## src/rtl/bs_rx_descrambler.sv

```systemverilog
// Backscatter receive path: synchronises the comparator bit stream, finds the end of the
// all-zero preamble, descrambles the payload into bytes and reports per-packet status.
module bs_rx_descrambler #(
  parameter int          DATARATE_DIV = 100,
  parameter int          PRE_LEN      = 432,
  parameter int          TAIL_LEN     = 32,
  parameter int          PRE_MIN_BITS = 400,
  parameter int          TIMEOUT_CYC  = 100000,
  parameter logic [7:0]  PATTERN      = 8'hF0
) (
  input  logic        clki,
  input  logic        rst_n,
  input  logic        start,
  input  logic        rx_in,
  input  logic [31:0] pkt_duration,
  output logic [7:0]  byte_data,
  output logic        byte_valid,
  output logic        busy,
  output logic        pkt_done,
  output logic        rx_timeout,
  output logic        len_err,
  output logic [15:0] err_count
);

  localparam int HALF    = DATARATE_DIV / 2;
  localparam int MIN_LOW = PRE_MIN_BITS * DATARATE_DIV;
  localparam int PW      = $clog2(DATARATE_DIV);
  localparam int LW      = $clog2(MIN_LOW + 1);
  localparam int TW      = $clog2(TIMEOUT_CYC + 1);
  localparam int KW      = $clog2(TAIL_LEN + 1);
  localparam logic [31:0] MIN_DUR   = 32'(PRE_LEN + TAIL_LEN + 8);
  localparam logic [31:0] FRAME_OVH = 32'(PRE_LEN + TAIL_LEN);

  typedef enum logic [1:0] {IDLE, HUNT, DATA, TAIL} state_t;

  state_t          state_reg;
  logic [2:0]      sync_reg;
  logic [PW-1:0]   phase_reg;
  logic [LW-1:0]   low_cnt_reg;
  logic [TW-1:0]   tmo_cnt_reg;
  logic [KW-1:0]   tail_cnt_reg;
  logic [31:0]     bit_cnt_reg;
  logic [31:0]     last_bit_reg;
  logic [7:0]      hist_reg;
  logic [6:0]      shift_reg;
  logic [2:0]      bit_idx_reg;

  logic       line;
  logic       edge_det;
  logic       rise;
  logic       phase_last;
  logic       sample_pt;
  logic       descr;
  logic [7:0] new_byte;

  // sync_reg[1:0] is the two-stage synchroniser, sync_reg[2] the edge-detect delay.
  assign line       = sync_reg[1];
  assign edge_det   = sync_reg[2] ^ sync_reg[1];
  assign rise       = ~sync_reg[2] & sync_reg[1];
  assign phase_last = (phase_reg == PW'(DATARATE_DIV - 1));
  assign sample_pt  = (phase_reg == PW'(HALF - 1));
  assign descr      = line ^ hist_reg[0] ^ hist_reg[3] ^ hist_reg[4] ^ hist_reg[6] ^ hist_reg[7];
  assign new_byte   = {shift_reg, descr};

  always_ff @(posedge clki) begin
    if (!rst_n) begin
      state_reg    <= IDLE;
      sync_reg     <= '0;
      phase_reg    <= '0;
      low_cnt_reg  <= '0;
      tmo_cnt_reg  <= '0;
      tail_cnt_reg <= '0;
      bit_cnt_reg  <= '0;
      last_bit_reg <= '0;
      hist_reg     <= '0;
      shift_reg    <= '0;
      bit_idx_reg  <= '0;
      byte_data    <= '0;
      byte_valid   <= 1'b0;
      busy         <= 1'b0;
      pkt_done     <= 1'b0;
      rx_timeout   <= 1'b0;
      len_err      <= 1'b0;
      err_count    <= '0;
    end else begin
      sync_reg   <= {sync_reg[1:0], rx_in};
      byte_valid <= 1'b0;
      pkt_done   <= 1'b0;
      rx_timeout <= 1'b0;
      len_err    <= 1'b0;
      phase_reg  <= phase_last ? '0 : phase_reg + PW'(1);

      case (state_reg)
        IDLE: begin
          if (start) begin
            if (pkt_duration < MIN_DUR) begin
              len_err <= 1'b1;
            end else begin
              last_bit_reg <= pkt_duration - FRAME_OVH - 32'd1;
              err_count    <= '0;
              tmo_cnt_reg  <= '0;
              low_cnt_reg  <= '0;
              busy         <= 1'b1;
              state_reg    <= HUNT;
            end
          end
        end

        HUNT: begin
          if (line)
            low_cnt_reg <= '0;
          else if (low_cnt_reg != LW'(MIN_LOW))
            low_cnt_reg <= low_cnt_reg + LW'(1);

          // A qualifying edge takes priority over an expiring timeout.
          if (rise && low_cnt_reg >= LW'(MIN_LOW)) begin
            state_reg   <= DATA;
            phase_reg   <= '0;
            hist_reg    <= '0;
            bit_cnt_reg <= '0;
            bit_idx_reg <= '0;
          end else if (tmo_cnt_reg == TW'(TIMEOUT_CYC - 1)) begin
            rx_timeout <= 1'b1;
            busy       <= 1'b0;
            state_reg  <= IDLE;
          end else begin
            tmo_cnt_reg <= tmo_cnt_reg + TW'(1);
          end
        end

        DATA: begin
          if (edge_det) begin
            phase_reg <= '0;
          end else if (sample_pt) begin
            hist_reg    <= {hist_reg[6:0], line};
            shift_reg   <= new_byte[6:0];
            bit_idx_reg <= bit_idx_reg + 3'd1;
            bit_cnt_reg <= bit_cnt_reg + 32'd1;
            if (bit_idx_reg == 3'd7) begin
              byte_data  <= new_byte;
              byte_valid <= 1'b1;
              if (new_byte != PATTERN && err_count != 16'hFFFF)
                err_count <= err_count + 16'd1;
            end
            // A trailing partial byte is simply left in shift_reg.
            if (bit_cnt_reg == last_bit_reg) begin
              tail_cnt_reg <= '0;
              state_reg    <= TAIL;
            end
          end
        end

        TAIL: begin
          // First wrap closes the last payload period, then TAIL_LEN more periods.
          if (phase_last) begin
            if (tail_cnt_reg == KW'(TAIL_LEN)) begin
              pkt_done  <= 1'b1;
              busy      <= 1'b0;
              state_reg <= IDLE;
            end else begin
              tail_cnt_reg <= tail_cnt_reg + KW'(1);
            end
          end
        end

        default: state_reg <= IDLE;
      endcase
    end
  end

endmodule

```

## config.mk

```make
export PLATFORM = sky130hd
export DESIGN_NAME = bs_rx_descrambler
export DESIGN_NICKNAME = d
export VERILOG_FILES = /design/src/rtl/bs_rx_descrambler.sv
export SDC_FILE = /design/constraint.sdc
export NUM_CORES = 1
export LEC_CHECK = 0
export ABC_AREA = 1
export CELL_PAD_IN_SITES_DETAIL_PLACEMENT = 1
export CELL_PAD_IN_SITES_GLOBAL_PLACEMENT = 1
export CORE_MARGIN = 4
export CORE_UTILIZATION = 35
export CTS_BUF_LIST = sky130_fd_sc_hd__clkbuf_16
export CTS_CLUSTER_SIZE = 24
export DETAILED_ROUTE_END_ITERATION = 6
export PLACE_DENSITY_LB_ADDON = 0.3
export SLEW_MARGIN = 0
export SYNTH_ARGS = -nofsm -noshare
export SYNTH_HDL_FRONTEND = slang
export SYNTH_SLANG_ARGS = --single-unit
export TNS_END_PERCENT = 30
```

## constraint.sdc

```tcl
create_clock -name clki -period 1.9 [get_ports clki]
set_input_delay 0.19 -clock clki [delete_from_list [all_inputs] [get_ports clki]]
set_output_delay 0.19 -clock clki [all_outputs]
set_load 0.03 [all_outputs]
```

# After elaboration in Yosys (flattened, before gate mapping)

Cells that the tools add are included.

Output and inout bits: 29
Bits in registers: 162
Logic and storage cells: 151

Reduce and logical (&&, ||, !) cells: 22
Order comparisons: 2
Add/sub/neg operators: 9
Mux-type cells: 58
Eq/ne operators: 28
Bitwise logic cells: 14

Operator list:

| operator                | number |
|---|---|
| $mux W16                | 8 |
| $mux W32                | 3 |
| $mux W17                | 4 |
| $pmux W16 S2            | 2 |
| $pmux W32 S2            | 1 |
| $pmux W17 S2            | 1 |
| $add A16 B1 Y16 const B | 2 |
| $add A32 B1 Y32 const B | 1 |
| $eq A32 B32 Y1          | 1 |
| $lt A32 B9 Y1 const B   | 1 |
| $ne A16 B16 Y1 const B  | 2 |
| $sub A32 B1 Y32 const B | 1 |
| $sub A32 B9 Y32 const B | 1 |
| $mux W6                 | 5 |
| $ne A2 B2 Y1 const B    | 14 |
| $mux W8                 | 3 |
| $mux W7                 | 3 |
| $mux W2                 | 9 |
| $add A17 B1 Y17 const B | 1 |
| $eq A17 B17 Y1 const B  | 1 |
| $ge A16 B16 Y1 const B  | 1 |
| $pmux W8 S2             | 1 |
| $pmux W7 S2             | 1 |
| $reduce_and A7 Y1       | 2 |
| 31 further kinds        | 64 |

# Longest topological paths before layout

Gate-level depths: netlist of run 1.

Word-level depth: 12
Depth in mapped cells: 16
Gate-level depth less buffers: 16

# Worst setup path before layout of run 1

OpenSTA, ideal clock, no wires.

Kind: register to register
Start point: register err_count[0]
End point: register err_count[4]
Slack: -0.228 ns
Required time: 1.784 ns
Path buffers: 1
Period minus slack after synthesis: 2.128 ns
Cell stages (with the launch flop): 16
Arrival: 2.012 ns
Path through: dfxtp_1 -> ha_1 -> nand3_1 -> nor2_2 -> nand2_1 -> nor2_2 -> nand2_1 -> nor2_2 -> nand3_1 -> nand2_1 -> nand2_1 -> nand2_4 -> inv_4 -> buf_6 -> nor2_2 -> nor2_1

Longest elaborated chain between the ends: 6
Elaborated cells between the ends (all ways): 10

RTL lines:

| what                   | line | source |
|---|---|---|
| start, declared        | 22   | `output logic [15:0] err_count` |
| start signal, assigned | 143  | `err_count <= err_count + 16'd1;` |
| $add A16 B1 Y16        | 143  |  |
| $mux W16               | 142  | `if (new_byte != PATTERN && err_count != 16'hFFFF)` |
| $mux W16               | 139  | `if (bit_idx_reg == 3'd7) begin` |
| $mux W16               | 134  | `end else if (sample_pt) begin` |
| $mux W16               | 132  | `if (edge_det) begin` |
| $pmux W16 S2           | 93   | `case (state_reg)` |

Several ways; a longest one is shown, not always the timed one. The select of a mux whose other input is x is not followed.
A chain may end at the register's enable or synchronous reset.

# Worst setup path in the final report of run 1

Start point: register err_count[1]
End point: register err_count[3]

Same word-level chain as after synthesis.

==> results of run 1 <==
[repair_timing]
action,4_1_cts,5_1_grt
pin swaps,14,47
buffers inserted,9,16
resized for setup,28,151
setup endpoints to repair,78,98
gates cloned,0,2
[worst reg2reg max path: stages, from the launching register on]
cell      delay [ns]
dfxtp_4         0.36
ha_4            0.14
nand3_4         0.09
nor2_4          0.13
nand2_2         0.09
nor2_4          0.14
nand2_2         0.09
nor2_4          0.14
nand3_2         0.08
nand2_2         0.08
nand2_4         0.07
nand2_8         0.13
buf_12          0.14
clkinv_8        0.07
nor2_2          0.08
nor2_1          0.06
[report_power, final]
part,internal [W],switching (W),total (W)
sequential,0.00388,0.000422,0.00430
clock,0.00203,0.00155,0.00358
combinational,0.00258,0.00343,0.00601
[cell type report]
cell class / count / area [um2] / area share
Multi-Input combinational cell: 1045 / 5833 / 0.4431
Clock inverter: 14 / 150.1 / 0.01141
Timing Repair Buffer: 294 / 2465 / 0.1872
Tap cell: 335 / 419.2 / 0.03184
Inverter: 134 / 529.3 / 0.04021
Sequential cell: 162 / 3294 / 0.2503
Timing Repair inverter: 2 / 22.52 / 0.001711
Clock buffer: 18 / 450.4 / 0.03422
[synthesized netlist by cell type (24+ instances only)]
cell type / n
nand2_1: 314
nor2_1: 206
dfxtp_1: 162
inv_1: 123
a21oi_1: 102
nand3_1: 84
o21ai_0: 79
xnor2_1: 39
nand4_1: 32
nor3_1: 32
xor2_1: 32
clkbuf_1: 24
[how the worst min path moves through the flow]
stage,startpoint,endpoint,slack [ns],depth (start not counted)
final,rst_n,register,0.25,4
after global placement,sync_reg[0],sync_reg[1],0.40,2
after CTS,rst_n,register,0.24,4
after floorplan,pkt_duration[0],last_bit_reg[0],0.28,1
after detailed placement,sync_reg[0],sync_reg[1],0.41,2
after global routing,rst_n,register,0.25,4
[per-layer routing]
layer  global-route usage  vias to the layer above
met1               0.2404                     4852
met4              0.03479                        0
met3              0.03149                       22
li1                     -                     5053
met2               0.3907                       74
met5                    0                        -
[metrics by stage]
stage          setup TNS [ns]  hold slack (ns)  setup slack (ns)
3_5_place_dp           -29.69           0.4088           -0.4456
6_report              -0.9484           0.2501           -0.1085
3_3_place_gp           -18.82           0.4028           -0.2897
2_1_floorplan        -0.07001           0.2800          -0.01244
4_1_cts               -0.7657           0.2437           -0.1049
5_1_grt                -4.637           0.2463           -0.2620
[cell families (layout without fill, tap and decap cells)]
| group | Yosys count | in the layout |
|---|---|---|
| DFF | 162 | 162 |
| AOI/OAI and AO/OA | 220 | 220 |
| xor gates and xnor gates | 71 | 71 |
| adders and majority gates | 18 | 18 |
| and+or+nand+nor | 736 | 736 |
| buffers and inverters | 180 | 462 |
==> flow_summary.toml, run 1 <==
[run_status]
status = "complete, but fails checks"
violations = "setup timing"

[critical_path]
crit_cells = 15
cp.required_ns = 2.22
critical_path.startpoint = "err_count[1]"
path_buf_inv = 2
startpoint_type = "register"
reg2reg_from = "err_count[1]"
cp-endpoint = "err_count[3]"
path_max_fanout = 7
worstSetupPathType = "reg -> reg"
cp_slowest_stage_delay_ns = 0.36
end_kind = "register"
cp.arrival_ns = 2.33
r2r_end = "err_count[3]"
r2r_cells = 15
crit_slowest_cell = "dfxtp_4"
cpLargestDelayFamily = "simple AND/OR/NAND/NOR gates"
ff2ff_setup_slack_ns = -0.11
cp_cell_sequence = "ha_4, nand3_4, nor2_4, nand2_2, nor2_4, nand2_2, nor2_4, nand3_2, nand2_2, nand2_4, nand2_8, buf_12, clkinv_8, nor2_2, nor2_1"

[detailed_routing]
wirelength_um = 30940
dr.max_layer_used = "met4"
drt-initial-drc-count = 446
first_pass_iters = 5
ant_nets = 0
routed_via_density = 4.991
m1WireLength_um = 13380
route.met2.wl_um = 16660
wire_per_inst_um = 15.44
dr_wl_met3_um = 565
route.detailed.drc = 0
num_vias = 10000

[yosys]
synth_nets = 1441
synth_ff_type = "dfxtp_1"
synthAdderAreaFrac = 0.02407
ys_ff_latch = 162
synthDistinctLibCells = 46
synth_area_per_cell_um2 = 6.747
synth.top_cell.area_share = 0.3466
netlist_area_um2 = 9358
synth_top_family_by_area = "simple AND/OR/NAND/NOR gates"
synth_area_leaders = "dfxtp_1, nand2_1, nor2_1, a21oi_1, inv_1"
synthSimpleGateAreaFrac = 0.3531
synthCells = 1387
synth_warnings = 0
synth_mux_area_frac = 0
synth_largest_area_cell = "dfxtp_1"
synthArstFlopShare = 0
synth_edf_count = 0
synth_xor_area_frac = 0.06645
yosysSeqAreaShare = 0.3466
synth-compound-area-share = 0.1297

[cells_and_area]
mostFrequentLayoutCell = "nand2_1"
finish.utilization = 0.5023
n_antenna_cell = 0
layout-drive-gt1-share = 0.2678
design_area_um2 = 13160
fillers = 3313
synthToLayoutAreaGrowth_pct = 40.67
mostFrequentLayoutCells = "nand2_1, buf_4, nor2_1, dfxtp_1, inv_1"
stdcell_count = 2004
nets = 1710

[pwr]
peakVddDrop_mv = 0.6306
fin_total_pwr_w = 0.01390
leakage_nw = 5.193
powerDensity_nw_per_um2 = 1056

[die]
die_y_um = 171.5
row_count = 59
dieWidth_um = 171.5
num_io_pins = 65
coreArea_um2 = 26210
initial_utilization = 0.3571
die-area_um2 = 29420

[global_routing]
grt_pass1_wl_um = 49480
grtUsageTotal = 0.2034
grt_overflow_total = 0
grt_pass1_vias = 10360
grt_max_degree = 42
antenna_found_initial = 0

[clock_tree]
htree_num_levels = 4
cts_buffer_depth = 2
numCtsBuffers = 17
clock_latency_ns = 0.43
cts_sinks = 162
root_buffer = "clkbuf_16"
hold_buffers = 0
clk_pin_slew_worst_paths_ns = 0.07
cts_tree = "yes"

[timing]
finalSetupViolations = 15
slew_headroom = 0.6949
fin_crit_sh = 1.057
tightest_slew_ns = 0.4560
slew_viol_final = 0
rsz0062_at_grt = "true"
finalHoldViolCount = 0
fin_crit_ns = 2.009
worst_slack_ns = -0.1085
max_freq_ghz = 0.4979
skew_ns = 0.01381

[place]
port_buffers = 64
place_congestion = 0.8356
placed_cell_area_um2 = 11790
hpwl_um = 22520
dp.cells = 1946

[job]
cap_violations = 0

[hold_path]
hp-class = "in -> reg"
Power figures use the tool's default switching activity.
==> run 2, diff against run 1 <==
PLACE_DENSITY_LB_ADDON = 0.1   (was 0.3)
SLEW_MARGIN = 20   (was 0)
==> run 2 against run 1 <==
  * The run still ends with setup timing left
  * Sequential power about the same
  * Non-clock buffer count up 3
  * Utilization fell by 0.59 points
  * Combinational power is 5.8% lower
  * Global-route usage down 0.25 points
  * Clock-buffer cell count shrank 1
  * Worst setup slack improved by 0.058 ns
  * Cell area fell by 1.2%
  * Largest power group unchanged
==> flow_summary.toml, run 2 (same netlist as run 1, synthesis figures left out) <==
[cells_and_area]
fillers = 3385
layout-drive-gt1-share = 0.2479
design_area_um2 = 13010
mostFrequentLayoutCell = "nand2_1"
mostFrequentLayoutCells = "nand2_1, buf_4, nor2_1, dfxtp_1, inv_1"
nets = 1711
synthToLayoutAreaGrowth_pct = 39.03
n_antenna_cell = 0

[place]
place_congestion = 0.8216
port_buffers = 64
dp_slack_ns = -0.3959
placed_cell_area_um2 = 11890
hpwl_um = 22380

[pwr]
leakage_nw = 5.207
powerDensity_nw_per_um2 = 1028
peakVddDrop_mv = 0.8375

[run_status]
violations = "setup timing"
status = "complete, but fails checks"

[clock_tree]
clock_latency_ns = 0.44
cts_tree = "yes"
root_buffer = "clkbuf_16"
cts_buffer_depth = 2
numCtsBuffers = 17
hold_buffers = 0
htree_num_levels = 4
clk_pin_slew_worst_paths_ns = 0.07
cts_sinks = 162

[job]
cap_violations = 0

[timing]
worst_slack_ns = -0.05041
skew_ns = 0.01576
tightest_slew_ns = 0.5905
slew_viol_final = 0
fin_crit_ns = 1.950
slew_headroom = 0.6059
finalSetupViolations = 15
rsz0062_at_grt = "true"
finalHoldViolCount = 0
fin_crit_sh = 1.027
whs_ns = 0.2137
max_freq_ghz = 0.5127

[critical_path]
worstSetupPathType = "reg -> reg"
crit_slowest_cell = "dfxtp_4"
cp.required_ns = 2.28
reg2reg_from = "err_count[0]"
cp_cell_sequence = "ha_4, nand3_4, nor2_4, nand2_2, nor2_2, nand2_1, nor2_2, nand3_1, nand2_1, nand2_2, nand2_4, clkbuf_16, o21ai_1, nor2_1"
critical_path.startpoint = "err_count[0]"
startpoint_type = "register"
path_buf_inv = 1
path_max_fanout = 7
end_kind = "register"
cp.arrival_ns = 2.33
cp_slowest_stage_delay_ns = 0.36
crit_cells = 14
r2r_cells = 14
cpLargestDelayFamily = "simple AND/OR/NAND/NOR gates"

[hold_path]
hp-class = "in -> reg"
hp-start = "rst_n"
hold_path_depth = 4

[detailed_routing]
num_vias = 9825
ant_nets = 0
routed_via_density = 4.900
wirelength_um = 29610
drt-initial-drc-count = 306
wire_per_inst_um = 14.77
first_pass_iters = 4
route.detailed.drc = 0

[global_routing]
grt_overflow_total = 0
grt_pass1_vias = 10220
use_met3 = 0.02942
grt_max_degree = 52
antenna_found_initial = 0
grtUsageTotal = 0.2009
use_met2 = 0.3743
groute.layer.met1.usage = 0.2401
busiest_layer = "met2"
grt_pass1_wl_um = 48580

[die]
die-area_um2 = 29420
initial_utilization = 0.3571
dieWidth_um = 171.5
die_y_um = 171.5
coreArea_um2 = 26210
row_count = 59
num_io_pins = 65
==> run 2: worst min-delay path: cells and delay by family <==
family / cells / cell delay, ns
buffers and inverters: 3 / 0.33
and+or+nand+nor: 1 / 0.08
==> run 2: path summary, 6_finish.rpt <==
kind / end / slack (ns)
worst min register to register: sync_reg[1] / 0.43
worst max register to register: err_count[3] / -0.05
worst max-delay path: err_count[3] / -0.05
worst min-delay path: sync_reg[0] / 0.21
==> run 2: layout make-up <==
type / instances / area, um2 / area share
repair buffers: 297 / 2537 / 0.1950
inverters: 134 / 515.5 / 0.03962
clock buffers: 17 / 425.4 / 0.03270
flip-flops and latches: 162 / 3272 / 0.2515
well taps: 335 / 419.2 / 0.03222
multi-input cells: 1045 / 5694 / 0.4377
clock inverters: 15 / 146.4 / 0.01125
==> run 2: timing repair <==
item,4_1_cts,5_1_grt
gates resized for setup,25,92
cloned,0,2
pin swaps,8,41
setup endpoints to repair,68,101
setup buffers,5,13
endpoints found under the hold margin,0,0
==> run 2: through the flow <==
step                cells  utilization  total power [W]  TNS [ns]
detailed placement   1953       0.4538         0.009460    -25.13
finish               2005       0.4964          0.01338   -0.4330
global route         2005       0.4964          0.01430    -3.871
CTS                  1990       0.4799          0.01310   -0.1179
global placement     1953       0.4538         0.009339    -21.06
floorplan            1387            -         0.007294  -0.07001
==> run 2: routing by layer <==
layer  part of all wire  vias to the layer above
li1                   -                     5054
met1               0.44                     4689
met2               0.53                       56
met3              0.015                       26
met4              0.016                        0
met5                  0                        -
==> run 2: power by group <==
| group | internal (W) | switching (W) |
|---|---|---|
| registers | 0.00387 | 0.000403 |
| clock network | 0.00184 | 0.00160 |
| logic | 0.00244 | 0.00322 |
| total | 0.00815 | 0.00523 |
